--- config.mk ---
export PLATFORM = sky130hd
export DESIGN_NAME = spi_flash_rd_seq
export DESIGN_NICKNAME = d
export VERILOG_FILES = /design/src/rtl/spi_flash_rd_seq.sv
export SDC_FILE = /design/constraint.sdc
export NUM_CORES = 1
export LEC_CHECK = 0
export BUFFER_PORTS_ARGS = -buffer_cell sky130_fd_sc_hd__buf_2
export CAP_MARGIN = 5
export CELL_PAD_IN_SITES_DETAIL_PLACEMENT = 0
export CELL_PAD_IN_SITES_GLOBAL_PLACEMENT = 1
export CORE_ASPECT_RATIO = 1.5
export CORE_UTILIZATION = 33
export DETAILED_ROUTE_END_ITERATION = 8
export GPL_ROUTABILITY_DRIVEN = 0
export PLACE_DENSITY = 0.75
export RECOVER_POWER = 50
export SLEW_MARGIN = 20
export SYNTH_ARGS = -nofsm -noshare
export SYNTH_HDL_FRONTEND = slang
export SYNTH_SLANG_ARGS = --single-unit
--- constraint.sdc ---
create_clock -name clk_i -period 2.3 [get_ports clk_i]
set_clock_uncertainty 0.15 [all_clocks]
set_input_delay 0 -clock clk_i [delete_from_list [all_inputs] [get_ports clk_i]]
set_output_delay 0 -clock clk_i [all_outputs]
set_load 0.02 [all_outputs]
--- src/rtl/spi_flash_rd_seq.sv ---
// spi_flash_rd_seq: APB4 master that drives the SPI master's registers to run one
// 0x03 flash word read on CS0 and returns the RXFIFO word (or an error) to the requester.
module spi_flash_rd_seq #(
   parameter logic [7:0] CLK_DIV  = 8'd2,
   parameter logic [7:0] READ_CMD = 8'h03,
   parameter int         TIMEOUT  = 1024
) (
   input  logic        clk_i,
   input  logic        rst_i,
   input  logic        req_valid_i,
   output logic        req_ready_o,
   input  logic [23:0] req_addr_i,
   output logic        rsp_valid_o,
   input  logic        rsp_ready_i,
   output logic [31:0] rsp_data_o,
   output logic        rsp_err_o,
   output logic [11:0] paddr_o,
   output logic        psel_o,
   output logic        penable_o,
   output logic        pwrite_o,
   output logic [31:0] pwdata_o,
   input  logic [31:0] prdata_i,
   input  logic        pready_i,
   input  logic        pslverr_i
);
   localparam int TW = $clog2(TIMEOUT + 1);
   typedef enum logic [2:0] {IDLE, SETUP, ACCESS, AB_SETUP, AB_ACCESS, RESP} state_t;
   state_t        state_q, state_d;
   logic [2:0]    step_q, step_d;
   logic [TW-1:0] tmr_q, tmr_d;
   logic [23:0]   addr_q, addr_d;
   logic [31:0]   data_q, data_d;
   logic          err_q, err_d;
   logic          ab, sel, act, tmo;
   logic [11:0]   paddr;
   logic [31:0]   pwdata;
   assign ab  = state_q inside {AB_SETUP, AB_ACCESS};
   assign sel = ab || state_q inside {SETUP, ACCESS};
   assign act = state_q inside {ACCESS, AB_ACCESS};
   assign tmo = tmr_q == TW'(TIMEOUT - 1);
   // Register image for each step; the abort phase always issues the soft reset.
   always_comb begin
      paddr  = 12'h000;
      pwdata = 32'h0;
      if (ab) pwdata = 32'h0000_0010;
      else
         case (step_q)
            3'd0:    begin paddr = 12'h004; pwdata = {24'h0, CLK_DIV}; end
            3'd1:    begin paddr = 12'h008; pwdata = {READ_CMD, 24'h0}; end
            3'd2:    begin paddr = 12'h00C; pwdata = {addr_q, 8'h00}; end
            3'd3:    begin paddr = 12'h010; pwdata = 32'h0020_1808; end
            3'd4:    paddr = 12'h014;
            3'd5:    pwdata = 32'h0000_0101;
            default: paddr = 12'h020;
         endcase
   end
   assign psel_o      = sel;
   assign penable_o   = act;
   assign paddr_o     = sel ? paddr : 12'h0;
   assign pwrite_o    = sel && (ab || step_q != 3'd6);
   assign pwdata_o    = sel ? pwdata : 32'h0;
   assign req_ready_o = state_q == IDLE;
   assign rsp_valid_o = state_q == RESP;
   assign rsp_data_o  = data_q;
   assign rsp_err_o   = err_q;
   always_comb begin
      state_d = state_q;
      step_d  = step_q;
      tmr_d   = tmr_q;
      addr_d  = addr_q;
      data_d  = data_q;
      err_d   = err_q;
      case (state_q)
         IDLE:
            if (req_valid_i) begin
               addr_d  = req_addr_i;
               step_d  = 3'd0;
               data_d  = 32'h0;
               err_d   = 1'b0;
               state_d = SETUP;
            end
         SETUP: begin
            tmr_d   = '0;
            state_d = ACCESS;
         end
         ACCESS: begin
            tmr_d = tmr_q + 1'b1;
            if (pready_i && !pslverr_i) begin
               if (step_q == 3'd6) begin
                  data_d  = prdata_i;
                  state_d = RESP;
               end else begin
                  step_d  = step_q + 3'd1;
                  state_d = SETUP;
               end
            end else if (pready_i || tmo) state_d = AB_SETUP;
         end
         AB_SETUP: begin
            tmr_d   = '0;
            state_d = AB_ACCESS;
         end
         AB_ACCESS: begin
            tmr_d = tmr_q + 1'b1;
            if (pready_i || tmo) begin
               data_d  = 32'h0;
               err_d   = 1'b1;
               state_d = RESP;
            end
         end
         RESP:    if (rsp_ready_i) state_d = IDLE;
         default: state_d = IDLE;
      endcase
   end
   always_ff @(posedge clk_i) begin
      if (rst_i) begin
         state_q <= IDLE;
         step_q  <= 3'd0;
         tmr_q   <= '0;
         addr_q  <= 24'h0;
         data_q  <= 32'h0;
         err_q   <= 1'b0;
      end else begin
         state_q <= state_d;
         step_q  <= step_d;
         tmr_q   <= tmr_d;
         addr_q  <= addr_d;
         data_q  <= data_d;
         err_q   <= err_d;
      end
   end
endmodule

==> reports/metrics.yaml, run 1 <==
outcome:
  status: "completed"
timing:
  maxSlewHeadroom: 0.228
  rsz0062_at_grt: "false"
  fin_crit_sh: 0.936
  fin_crit_ns: 2.15
  setup_viol: 0
  tightest_slew_ns: 1.16
  slew_violations: 0
  hold_violations: 0
  tns_ns: 0
  fmax_ghz: 0.465
  fin_ws_ns: 0.147
critical_path:
  crit_arrival_ns: 2.22
  path_class: "flop to flop"
  crit_required_ns: 2.37
  crit_chain: "or3b_4 -> nor3_4 -> buf_12 -> a21oi_1 -> a311oi_1"
  critical_path_buf_inv_count: 1
  end_kind: "flop"
  crit_slowest_cell: "or3b_4"
  worstPathMaxFanout: 33
  cpLargestDelayFamily: "simple AND/OR/NAND/NOR gates"
  critPathLaunchType: "flop"
  slowest_delay_ns: 0.49
clocking:
  cts_tree: "done"
  clk_path_buf_depth: 2
  clock_sinks: 74
  htreeDepth: 3
  post_cts_buffers: 0
  cts-root-buf: "clkbuf_16"
  cts_buffers: 9
  path_clk_slew_ns: 0.05
  clk_latency_ns: 0.33
finish:
  design_area_mm2: 0.00535
  drive_gt1_frac: 0.215
  finalNetCount: 706
  utilization: 0.487
  antennaDiodeCount: 0
  area_growth_pct: 44.5
synthesis:
  synthArstFlopShare: 0
  synthCells: 458
  synth-seq-area-share: 0.400
  yosysWarnings: 0
  synth.largest_area_cell: "dfxtp_1"
  netlist_area_mm2: 0.00370
  yosysTopAreaCellShare: 0.400
  syn_avg_cell_area_um2: 8.09
  synth-edff-count: 0
  synth-main-ff-cell: "dfxtp_1"
  synth.area.top_cells: "dfxtp_1, a21oi_1, nand2_1"
  ys_ff_latch: 74
  synth_cell_types: 50
grt:
  grt_pass1_wl_mm: 17.0
  grt_max_degree: 66
  grt_usage: 0.181
  overflow: 0
  antenna_found_initial: 0
  grt_pass1_vias: 3661
route:
  drt-vias-per-instance: 4.94
  wl_mm: 10.7
  drt_drc_violations_left: 0
  drt_iter0_markers: 176
  firstDrtPassIters: 4
  wl_per_cell_um: 13.6
  ant_nets: 0
  num_vias: 3899
floorplan:
  fp.dieW_um: 88.5
  initial_core_util: 0.337
  die_area_mm2: 0.0117
  coreArea_mm2: 0.0110
  num_rows: 47
  io_pins: 144
  die_height_um: 132
placement:
  dp_hpwl_mm: 6.99
  port_buffers: 131
  preCtsSetupSlack_ns: 0.208
  placed_area_mm2: 0.00445
power_and_ir_drop:
  p_leak_nw: 2.08
  vdd_drop_max_mv: 0.420
  p_per_area_mw_per_mm2: 834
flow_run:
  drv_cap: 0
min_path:
  worstHoldPathType: "primary input to flop"
## worst paths after layout
path	end	depth (start not counted)	slack, ns	from
setup reg to reg	rsp_data_o[3]$_SDFFE_PP0P_	5	0.15	state_q[0]$_SDFFE_PP0P_
hold / removal	state_q[0]$_SDFFE_PP0P_	5	0.03	rsp_ready_i
setup / recovery	rsp_data_o[3]$_SDFFE_PP0P_	5	0.15	state_q[0]$_SDFFE_PP0P_
hold reg to reg	addr_q[2]$_SDFFE_PP0P_	2	0.30	addr_q[2]$_SDFFE_PP0P_
## state kept, by name, indices dropped and copies added (netlist names)
signal      count
rsp_data_o     32
tmr_q          11
rsp_err_o       1
addr_q         24
step_q          3
state_q         3
## cell usage in the layout (no fill, tap or decap), types with 2 or more instances in the layout
cell type / netlist / routed
a21oi_1: 78 / 78
conb_1: 1 / 12
clkbuf_1: 17 / 39
o21a_1: 3 / 3
nand4b_1: 2 / 2
nand2b_1: 7 / 6
nor2b_1: 5 / 4
clkbuf_16: 0 / 10
nor3_2: 2 / 2
a311oi_1: 32 / 32
mux2i_1: 2 / 2
a211oi_1: 5 / 5
o21bai_1: 2 / 2
nand3b_1: 3 / 3
nor3_1: 7 / 6
a31o_2: 2 / 2
nand3_1: 8 / 8
or3_1: 3 / 3
buf_12: 0 / 3
a31oi_1: 3 / 3
dfxtp_1: 74 / 73
nand2_1: 94 / 94
nor4b_1: 2 / 3
buf_4: 14 / 8
o41a_1: 2 / 2
nor2_1: 20 / 19
bufinv_16: 0 / 2
ha_1: 6 / 5
dlygate4sd3_1: 0 / 58
inv_1: 9 / 9
and2_1: 18 / 18
clkbuf_2: 0 / 2
buf_2: 9 / 93
## synthesized netlist by cell type, types with 5 or more instances
master	n
a21oi_1	78
buf_2	9
a311oi_1	32
buf_6	6
inv_1	9
nor2_1	20
clkbuf_1	17
nand2_1	94
a211oi_1	5
buf_4	14
nor3_1	7
nor2b_1	5
ha_1	6
nand3_1	8
dfxtp_1	74
nand2b_1	7
and2_1	18
## through the flow
stage                     power, mW  std cells  hold slack (ns)
after global routing           4.72        790           0.0642
after CTS                      4.50        789           0.0286
final                          4.46        790           0.0265
after global placement         2.90        715           0.0954
after detailed placement       2.92        715           0.0969
after floorplan                2.47        469          -0.0140
## where the power goes
group          internal (mW)  leakage (nW)  switching (mW)
clock network          0.953         0.153           0.537
logic                  0.556          1.32           0.900
registers               1.41         0.600           0.103
## kinds of logic after synthesis
logic type / count (synthesis) / synth area share
flip-flops: 74 / 0.400
multiplexers: 2 / 0.00541
AND/OR/NAND/NOR: 181 / 0.241
buffers and inverters: 55 / 0.0851
adder cells (fa/ha/maj): 6 / 0.0203
AO/OA/AOI/OAI: 137 / 0.241
other: 1 / 0.00101
XOR/XNOR: 2 / 0.00676
## layer usage
| layer | part of all wire | up-vias | GRT usage |
|---|---|---|---|
| met3 | 0.058 | 12 | 0.0426 |
| met2 | 0.49 | 132 | 0.305 |
| li1 | - | 1956 | - |
| met5 | 0 | - | 0 |
| met4 | 0.012 | 0 | 0.0582 |
| met1 | 0.44 | 1799 | 0.222 |
## repair_timing
action,in CTS,in global routing
pin swaps,0,1
gates cloned,0,1
hold endpoints to repair,59,0
setup endpoints to repair,4,26
gates resized for setup,2,9
hold buffers,58,0
## worst reg2reg max path: stages (launching register included)
cell	delay, ns
dfxtp_1	0.43
or3b_4	0.49
nor3_4	0.36
buf_12	0.24
a21oi_1	0.11
a311oi_1	0.27
## final cells by class
type	count	area (µm²)
clock buffer	10	229
clock inverter	6	90.1
fill	1106	5650
inverter	9	33.8
multi-input combinational	340	1980
sequential	74	1480
tap	147	184
timing repair buffer	204	1360
Note: power is estimated with default switching activity, not from simulation.
==> inputs of run 2 (changes only) <==
ABC_AREA = 1   (was default)
PLACE_DENSITY = 0.76   (was 0.75)
==> run 2 against run 1 <==
Compared with the run above: clock power about the same; sequential power grew 22%; global-route usage is 0.15 points lower; final cell count rose by 15%; utilization fell by 0.39 points; clock-buffer cell count decreased by 1; synthesized cell count grew 24%; critical endpoint is now rsp_err_o$_SDFFE_PP0P_.
==> reports/metrics.yaml, run 2 <==
critical_path:
  critical_path_buf_inv_count: 3  # was 1
  crit_arrival_ns: 2.23  # was 2.22 ns
  r2r-start: "state_q[1]$_SDFFE_PP0P_"  # was state_q[0]$_SDFFE_PP0P_
  crit_end: "rsp_err_o$_SDFFE_PP0P_"  # was rsp_data_o[3]$_SDFFE_PP0P_
  r2r_setup_slack_ns: 0.14  # was 0.15 ns
  path_depth: 8  # was 5
  cpLargestDelayFamily: "buffers and inverters"  # was simple AND/OR/NAND/NOR gates
  critPathLaunchType: "flop"  # unchanged
  crit_chain: "nor2_1 -> inv_2 -> nor2_4 -> nand2_1 -> buf_4 -> nand2_1 -> a21oi_1 -> dlygate4sd3_1"  # was or3b_4 -> nor3_4 -> buf_12 -> a21oi_1 -> a311oi_1
  regToRegEndpoint: "rsp_err_o$_SDFFE_PP0P_"  # was rsp_data_o[3]$_SDFFE_PP0P_
  crit_slowest_cell: "dlygate4sd3_1"  # was or3b_4
  timing.critical_path.mode_cell: "nand2_1"
  worstPathMaxFanout: 44  # was 33
  startpoint: "state_q[1]$_SDFFE_PP0P_"  # was state_q[0]$_SDFFE_PP0P_
  crit_required_ns: 2.37  # about the same
  path_class: "flop to flop"  # unchanged
  slowest_delay_ns: 0.54  # was 0.49 ns
  reg2reg_depth: 8  # was 5
  end_kind: "flop"  # unchanged
route:
  wl_per_cell_um: 11.6  # was 13.6 µm
  drt-vias-per-instance: 4.55  # was 4.94
  drt_drc_violations_left: 0  # unchanged
  ant_nets: 0  # unchanged
  num_vias: 4130  # was 3899
  wl_mm: 10.5  # was 10.7 mm
  drt_iter0_markers: 148  # was 176
  firstDrtPassIters: 4  # unchanged
timing:
  setup_viol: 0  # unchanged
  maxSlewHeadroom: 0.369  # was 0.228
  tns_ns: 0  # unchanged
  fin_ws_ns: 0.141  # was 0.147 ns
  fmax_ghz: 0.463  # was 0.465 GHz
  rsz0062_at_grt: "false"  # unchanged
  fin_crit_sh: 0.939  # was 0.936
  slew_violations: 0  # unchanged
  fin_crit_ns: 2.16  # was 2.15 ns
  tightest_slew_ns: 0.947  # was 1.16 ns
  hold_violations: 0  # unchanged
finish:
  final_cell_mix: "nand2_1, buf_2, nor2_1, dfxtp_1, dlygate4sd3_1"  # was nand2_1, buf_2, a21oi_1, dfxtp_1, dlygate4sd3_1
  fill_cells: 1173  # was 1106
  mostFrequentLayoutCell: "nand2_1"  # unchanged
  largest_reg_flops: 32  # unchanged
  instances_no_fill: 908  # was 790
  area_growth_pct: 42.8  # was 44.5%
  finalNetCount: 821  # was 706
  drive_gt1_frac: 0.207  # was 0.215
  antennaDiodeCount: 0  # unchanged
power_and_ir_drop:
  p_comb_frac: 0.498  # was 0.326
  power_switching_share: 0.440  # was 0.345
  pwr-share-clk: 0.224  # was 0.334
  p_leak_nw: 2.53  # was 2.08 nW
  vdd_drop_max_mv: 0.566  # was 0.420 mV
  pwr-share-seq: 0.278  # was 0.340
  net-switching-power_mw: 2.94  # was 1.54 mW
  p_per_area_mw_per_mm2: 1210  # was 834 mW/mm²
  p_int_mw: 3.75  # was 2.92 mW
synthesis:
  yosysWarnings: 0  # unchanged
  synthMostInstantiatedCell: "nand2_1"  # unchanged
  synth.largest_area_cell: "dfxtp_1"  # unchanged
  netlist_area_mm2: 0.00388  # was 0.00370 mm²
  synth-main-ff-cell: "dfxtp_1"  # unchanged
  yosys-top-cells-count: "nand2_1, dfxtp_1, nor2_1"  # was nand2_1, a21oi_1, dfxtp_1
  synth.area.top_cells: "dfxtp_1, nand2_1, nor2_1"  # was dfxtp_1, a21oi_1, nand2_1
  synthCells: 567  # was 458
  synth-seq-area-share: 0.382  # was 0.400
  yosysTopAreaCellShare: 0.382  # was 0.400
  synthArstFlopShare: 0  # unchanged
  synth-edff-count: 0  # unchanged
  ys_ff_latch: 74  # unchanged
  syn_avg_cell_area_um2: 6.84  # was 8.09 µm²
  synth_cell_types: 31  # was 50
clocking:
  clk_path_buf_depth: 2  # unchanged
  clock_sinks: 74  # unchanged
  cts_buffers: 9  # unchanged
  htreeDepth: 3  # unchanged
  cts-root-buf: "clkbuf_16"  # unchanged
  clk_latency_ns: 0.33  # about the same
  path_clk_slew_ns: 0.06  # was 0.05 ns
  cts_tree: "done"  # unchanged
floorplan:
  coreArea_mm2: 0.0115  # was 0.0110 mm²
  fp.dieW_um: 90.5  # was 88.5 µm
  num_rows: 48  # was 47
  die_area_mm2: 0.0122  # was 0.0117 mm²
  die_height_um: 135  # was 132 µm
  io_pins: 144  # unchanged
  initial_core_util: 0.338  # was 0.337
placement:
  dp_hpwl_mm: 7.08  # was 6.99 mm
  port_buffers: 131  # unchanged
  preCtsSetupSlack_ns: 0.326  # was 0.208 ns
  placed_cells: 823  # was 715
grt:
  grt_max_degree: 49  # was 66
  grt_usage: 0.179  # was 0.181
  overflow: 0  # unchanged
  grt_pass1_wl_mm: 17.9  # was 17.0 mm
  antenna_found_initial: 0  # unchanged
  grt_pass1_vias: 3975  # was 3661
flow_run:
  drv_cap: 0  # unchanged
outcome:
  status: "completed"  # unchanged
min_path:
  worstHoldPathType: "primary input to flop"  # unchanged
==> run 2: changes by cell type after synthesis, moves of 12 or more <==
| cell | previous run | this run |
|---|---|---|
| and2_1 | 18 | 0 |
| a21oi_2 | 0 | 20 |
| nor3_1 | 7 | 19 |
| nor2_1 | 20 | 73 |
| inv_1 | 9 | 59 |
| a21oi_1 | 78 | 48 |
| a311oi_1 | 32 | 0 |
| nand2_1 | 94 | 116 |
| nand3_1 | 8 | 50 |
| o21ai_0 | 0 | 32 |
==> run 2: worst min path at each step <==
stage / slack (ns) / start / cells past startpoint / endpoint
final: 0.22 / req_valid_i / 5 / addr_q[16]$_SDFFE_PP0P_
after global routing: 0.26 / req_valid_i / 5 / addr_q[17]$_SDFFE_PP0P_
after CTS: 0.21 / req_valid_i / 5 / addr_q[3]$_SDFFE_PP0P_
after detailed placement: 0.13 / req_addr_i[16] / 3 / addr_q[16]$_SDFFE_PP0P_
after global placement: 0.12 / req_addr_i[16] / 3 / addr_q[16]$_SDFFE_PP0P_
after floorplan: -0.08 / rst_i / 1 / state_q[0]$_SDFFE_PP0P_
==> run 2: tightest hold or removal path: stages <==
cell	delay (ns)
buf_2	0.18
nand2_1	0.07
buf_4	0.25
nand2_1	0.10
a21oi_1	0.05
==> run 2: logic make-up (layout without fill, tap and decap cells) <==
logic type,count (synthesis),after routing,share of synthesized area
AND/OR/NAND/NOR,272,272,0.303
buffers and inverters,109,289,0.136
AO/OA/AOI/OAI,104,104,0.156
flip-flops,74,74,0.382
adder cells (fa/ha/maj),6,6,0.0194
other,1,12,0.000967
XOR/XNOR,1,1,0.00226
==> run 2: per-stage QoR <==
step                total power [mW]  area, µm²  hold slack (ns)   util
floorplan                       4.49       3920          -0.0809      -
global placement                5.08       4580            0.123  0.399
detailed placement              5.15       4580            0.135  0.399
CTS                             6.79       5590            0.212  0.487
global route                    7.32       5540            0.256  0.483
finish                          6.69       5540            0.224  0.483
==> run 2: cell type report <==
class	count	area, µm²	area share
inverter	65	244	0.0441
tap	150	188	0.0339
clock inverter	7	93.8	0.0169
clock buffer	9	225	0.0407
timing repair buffer	208	1380	0.250
multi-input combinational	395	1920	0.347
sequential	74	1480	0.268
==> run 2: repair_timing <==
| action | 4_1_cts | 5_1_grt |
|---|---|---|
| hold buffers | 69 | 0 |
| hold endpoints to repair | 63 | 0 |
| gates resized for setup | 0 | 4 |
| setup buffers | 0 | 0 |
| endpoints found under the setup margin | 0 | 15 |
==> run 2: power by group through the flow <==
stage	Sequential (mW)	Clock (mW)	Combinational, mW
after floorplan	2.05	0	2.45
after global placement	1.88	0	3.20
after detailed placement	1.89	0	3.26
after CTS	1.86	1.54	3.39
after global routing	1.91	1.61	3.80
final	1.86	1.50	3.33
==> run 2: per-layer routing <==
layer,track usage,vias to the layer above,part of all wire
li1,-,2157,-
met1,0.202,1832,0.44
met2,0.325,133,0.49
met3,0.0484,8,0.061
met4,0.0538,0,0.010
met5,0,-,0
